--- src/rtl/sss_re_mapper_if.sv ---
// Frequency-domain sample stream from the SSS mapper
// to the resource-grid writer.
interface sss_re_mapper_if #(
  parameter int IQ_W = 16
);
  logic                   out_valid;
  logic                   out_ready;
  logic signed [IQ_W-1:0] out_i;
  logic signed [IQ_W-1:0] out_q;
  logic [6:0]             out_k;
  logic                   out_last;

  modport master (
    output out_valid,
    output out_i,
    output out_q,
    output out_k,
    output out_last,
    input  out_ready
  );

  modport slave (
    input  out_valid,
    input  out_i,
    input  out_q,
    input  out_k,
    input  out_last,
    output out_ready
  );
endinterface

--- src/rtl/sss_re_mapper.sv ---
// Maps a captured 62-bit SSS sequence onto 72 BPSK
// subcarriers (guard, data, guard) over valid/ready.
module sss_re_mapper #(
  parameter int                     IQ_W  = 16,
  parameter logic signed [IQ_W-1:0] AMP   = 16'sd11585,
  parameter int                     GUARD = 5
) (
  input  logic             clk,
  input  logic             rst_n,
  input  logic             start,
  input  logic [61:0]      sss,
  output logic             start_ready,
  output logic             done,
  sss_re_mapper_if.master  out
);

  typedef enum logic [2:0] {
    IDLE,
    GUARD_LO,
    DATA,
    GUARD_HI,
    DONE
  } state_e;

  localparam logic [6:0] K_LO_END   = 7'(GUARD - 1);
  localparam logic [6:0] K_DATA_END = 7'(GUARD + 61);
  localparam logic [6:0] K_LAST     = 7'(2 * GUARD + 61);

  state_e      state_q, state_d;
  logic [6:0]  k_q, k_d;
  logic [61:0] seq_q, seq_d;
  logic        xfer;
  logic [6:0]  bit_idx;
  logic        bit_v;

  assign xfer = out.out_valid && out.out_ready;

  // First data subcarrier carries seq bit 61.
  assign bit_idx = K_DATA_END - k_q;
  assign bit_v   = |(seq_q & (62'(1) << bit_idx));

  always_ff @(posedge clk or negedge rst_n) begin
    if (!rst_n) begin
      state_q <= IDLE;
      k_q     <= '0;
      seq_q   <= '0;
    end else begin
      state_q <= state_d;
      k_q     <= k_d;
      seq_q   <= seq_d;
    end
  end

  always_comb begin
    state_d = state_q;
    k_d     = k_q;
    seq_d   = seq_q;
    unique case (state_q)
      IDLE: begin
        if (start) begin
          state_d = GUARD_LO;
          k_d     = '0;
          seq_d   = sss;
        end
      end
      GUARD_LO: begin
        if (xfer) begin
          k_d = k_q + 7'd1;
          if (k_q == K_LO_END) state_d = DATA;
        end
      end
      DATA: begin
        if (xfer) begin
          k_d = k_q + 7'd1;
          if (k_q == K_DATA_END) state_d = GUARD_HI;
        end
      end
      GUARD_HI: begin
        if (xfer) begin
          if (k_q == K_LAST) state_d = DONE;
          else               k_d = k_q + 7'd1;
        end
      end
      DONE:    state_d = IDLE;
      default: state_d = IDLE;
    endcase
  end

  always_comb begin
    start_ready   = 1'b0;
    done          = 1'b0;
    out.out_valid = 1'b0;
    out.out_i     = '0;
    out.out_q     = '0;
    out.out_k     = '0;
    out.out_last  = 1'b0;
    unique case (1'b1)
      state_q == IDLE: start_ready = 1'b1;
      state_q == DONE: done = 1'b1;
      state_q == DATA: begin
        out.out_valid = 1'b1;
        out.out_k     = k_q;
        out.out_i     = bit_v ? -AMP : AMP;
      end
      state_q == GUARD_LO: begin
        out.out_valid = 1'b1;
        out.out_k     = k_q;
      end
      state_q == GUARD_HI: begin
        out.out_valid = 1'b1;
        out.out_k     = k_q;
        out.out_last  = (k_q == K_LAST);
      end
      default: ;
    endcase
  end

endmodule
--- src/flat_wrapper.sv ---
// flat-port wrapper written by rule: the top's interface ports become plain ports
module sss_re_mapper_flat 
#(
  parameter int                     IQ_W  = 16,
  parameter logic signed [IQ_W-1:0] AMP   = 16'sd11585,
  parameter int                     GUARD = 5
)
  (clk, rst_n, start, sss, start_ready, done, out_out_valid, out_out_i, out_out_q, out_out_k, out_out_last, out_out_ready);
  sss_re_mapper_if #(.IQ_W(IQ_W)) out_i ();
  input  logic clk;
  input  logic rst_n;
  input  logic start;
  input  logic [61:0] sss;
  output logic start_ready;
  output logic done;
  output wire logic [$bits(out_i.out_valid)-1:0] out_out_valid;
  output wire logic [$bits(out_i.out_i)-1:0] out_out_i;
  output wire logic [$bits(out_i.out_q)-1:0] out_out_q;
  output wire logic [$bits(out_i.out_k)-1:0] out_out_k;
  output wire logic [$bits(out_i.out_last)-1:0] out_out_last;
  input wire logic [$bits(out_i.out_ready)-1:0] out_out_ready;
  assign out_out_valid = out_i.out_valid;
  assign out_out_i = out_i.out_i;
  assign out_out_q = out_i.out_q;
  assign out_out_k = out_i.out_k;
  assign out_out_last = out_i.out_last;
  assign out_i.out_ready = out_out_ready;
  sss_re_mapper #(.IQ_W(IQ_W), .AMP(AMP), .GUARD(GUARD)) u_core (.clk(clk), .rst_n(rst_n), .start(start), .sss(sss), .start_ready(start_ready), .done(done), .out(out_i));
endmodule
--- config.mk ---
export PLATFORM = sky130hd
export DESIGN_NAME = sss_re_mapper_flat
export DESIGN_NICKNAME = d
export VERILOG_FILES = /design/src/rtl/sss_re_mapper_if.sv /design/src/rtl/sss_re_mapper.sv /design/src/flat_wrapper.sv
export SDC_FILE = /design/constraint.sdc
export NUM_CORES = 1
export LEC_CHECK = 0
export BUFFER_PORTS_ARGS = -buffer_cell sky130_fd_sc_hd__buf_2
export CAP_MARGIN = 10
export CORE_MARGIN = 4
export CORE_UTILIZATION = 48
export CTS_CLUSTER_DIAMETER = 60
export DETAILED_ROUTE_END_ITERATION = 10
export PLACE_DENSITY = 0.85
export SYNTH_ARGS = -nofsm -noshare
export SYNTH_HDL_FRONTEND = slang
export SYNTH_SLANG_ARGS = --single-unit
--- constraint.sdc ---
create_clock -name clk -period 3.52 [get_ports clk]
set_input_delay 0 -clock clk [delete_from_list [all_inputs] [get_ports clk]]
set_output_delay 0 -clock clk [all_outputs]
set_load 0.02 [all_outputs]
==> reports/metrics.yaml <==
floorplanning:
  fp.coreArea_mm2: 0.00818
  ioPinCount: 109
  std_cell_rows: 33
  die-area_mm2: 0.00991
  die_x_um: 99.6
  initial_core_util_pct: 49.2
  die_h_um: 99.6
clock_tree:
  cts_buffer_depth: 2
  cts.sinks: 72
  clk-insertion-delay-late_ns: 0.36
  path_clk_slew_ns: 0.08
  tritoncts: "done"
  root_buffer: "clkbuf_8"
  htree_levels: 3
  cts_made_buffers: 9
yosys:
  synthTopCellsByCount: "72 x dfrtp_1, 66 x mux2_2, 29 x buf_4"
  ys_async_sr_fraction_pct: 100
  synth_top_area_share_pct: 44.8
  syn_inst: 360
  synth.avg_cell_area_um2: 11.2
  syn-cell-area_mm2: 0.00402
  yosysUniqueCellTypes: 58
  synthFlopType: "dfrtp_1"
  synth.largest_area_cell: "dfrtp_1"
  ys_warn_count: 0
  ys_seq_area_share_pct: 44.8
  ys_ff_latch: 72
  synth_edf_count: 0
  yosysMostFrequentCell: "dfrtp_1"
  synth.area.top_cells: "dfrtp_1 45%, mux2_2 18%, buf_4 5.4%"
timing:
  period_needed_ns: 3.41
  hold_viol: 0
  tns_ns: 0
  max_freq_mhz: 294
  whs_ns: 0.0762
  finalSetupViolCount: 0
  rsz0062_at_grt: "no"
  relSlewSlack_pct: 40.1
  worstMarginPinSlew_ns: 0.892
  finClkSkew_ns: 0.00848
  setup_slack_ns: 0.113
  fin_crit_sh_pct: 96.8
  drv_slew: 0
worst_setup_path:
  rrSetupSlack_ns: 1.24
  end_kind: "primary output"
  worstPathRequired_ns: 3.52
  path_class: "reg2out"
  cp_max_fo: 10
  crit_arrival_ns: 3.41
  worst_setup_path_start_kind: "flop"
global_route:
  grt_max_degree: 54
  grt_pass1_wl_mm: 16.9
  track_usage_pct: 22.0
  grt_antenna_before_repair: 0
  grt_pass1_vias: 3277
  grt_remaining_overflow: 0
placed_design:
  dp_cells: 528
  dp_hpwl_mm: 7.04
  place_congestion: 0.983
  pre_cts_slack_ns: 0.237
  portBuffers: 92
route:
  drc: 0
  drt_wl_total_mm: 10.9
  dr_total_vias: 3294
  drt_iter0_markers: 221
  final_antenna_net_count: 0
  avgViaCountPerCell: 5.42
  wl_per_cell_um: 17.9
  drt_pre_antenna_iters: 5
final_layout:
  syn_to_final_growth_pct: 32.6
  fillers: 606
  final_net_count: 573
  layout-drive-gt1-share_pct: 40.0
  antenna_cells: 0
  fin_cells: 608
  final_util_pct: 65.2
pwr:
  leakagePower_uw: 0.00257
  pwr_density_cell_mw_per_mm2: 524
  ir_drop_v: 0.000331
min_path:
  min_path_type: "in2async"
status:
  status: "completed"
run:
  maxCapViolCount: 0
==> power breakdown <==
part | switching, µW | internal [µW]
sequential | 105 | 867
combinational | 683 | 464
clock | 327 | 349
total | 1120 | 1680
==> per-layer routing <==
| metal | up-vias | wire [µm] | share of wire, % | GRT usage [%] |
|---|---|---|---|---|
| li1 | 1540 | - | - | - |
| met2 | 159 | 5600 | 52 | 39.0 |
| met4 | 0 | 240 | 2.2 | 6.93 |
| met1 | 1574 | 4300 | 40 | 26.7 |
| met3 | 21 | 721 | 6.6 | 4.63 |
| met5 | - | 0 | 0 | 0 |
==> sequential cells by signal, summed over array words and instances (netlist names) <==
name,flops
u_core.state_q,3
u_core.k_q,7
u_core.seq_q,62
==> timing repair <==
item | 4_1_cts | 5_1_grt
hold endpoints to repair | 114 | 0
endpoints found under the setup margin | 10 | 15
pin swaps | 0 | 2
buffers inserted | 0 | 0
gates resized for setup | 5 | 9
hold buffers | 63 | 0
==> cells by family (layout without fill, tap and decap cells) <==
family	Yosys count	count (layout)	share of synthesized area, %
AND/OR/NAND/NOR	83	83	11.1
flip-flops	72	72	44.8
multiplexers	71	71	19.8
AO/OA/AOI/OAI	59	59	11.4
buffers and inverters	57	185	8.21
adder cells (fa/ha/maj)	9	9	2.80
XOR/XNOR	8	8	1.74
other	1	16	0.0932
==> layout by cell type, fill, tap and decap left out, drive strengths merged, types with 2 or more instances in the layout <==
master	count
buf	98
dfrtp	72
mux2	67
dlygate4sd3	63
nand2	18
conb	16
nor2	15
o21ai	12
clkbuf	10
inv	9
and2	9
ha	9
nor3	8
a22oi	7
nand3	6
a21oi	5
a222oi	5
xnor2	4
nand3b	4
xor2	4
mux2i	4
and3	4
o31ai	4
nor2b	3
or3	3
nor4	3
a2111oi	3
a211oi	2
or3b	2
a32oi	2
o2bb2ai	2
o2111ai	2
o211ai	2
nand4	2
clkinvlp	2
clkinv	2
==> final timing paths <==
kind | endpoint | startpoint | depth (start not counted)
min reg2reg | u_core.seq_q[18] | u_core.seq_q[18] | 1
min in group clk | u_core.state_q[2] | start | 3
max reg2reg | u_core.seq_q[8] | u_core.state_q[2] | 4
max in group asynchronous | u_core.k_q[0] | rst_n | 3
max | out_out_i[11] | u_core.k_q[0] | 8
min | u_core.seq_q[55] | rst_n | 2
==> final cells by class <==
type                            instances  area, µm²  area share [%]
Sequential cell                        72       1810            33.8
Tap cell                              105        131            2.46
Multi-Input combinational cell        246       2000            37.5
Clock buffer                           10        138            2.58
Timing Repair Buffer                  161       1160            21.8
Clock inverter                          6       67.6            1.27
Inverter                                8       30.0           0.563
==> metrics by stage <==
step	area [µm²]	power (µW)
final	5330	2800
after global routing	5330	2920
after CTS	5290	2730
after detailed placement	4430	1970
after global placement	4430	1940
after floorplan	4090	1700
==> worst max-delay path: stages, from the launching register on <==
cell	delay (ns)
dfrtp_2	0.48
ha_2	0.28
o31ai_2	0.29
nand2_2	0.19
a2111oi_0	0.52
o21ai_0	0.27
a2111oi_4	0.56
o31a_1	0.27
buf_2	0.20
Note: power is estimated with default switching activity, not from simulation.
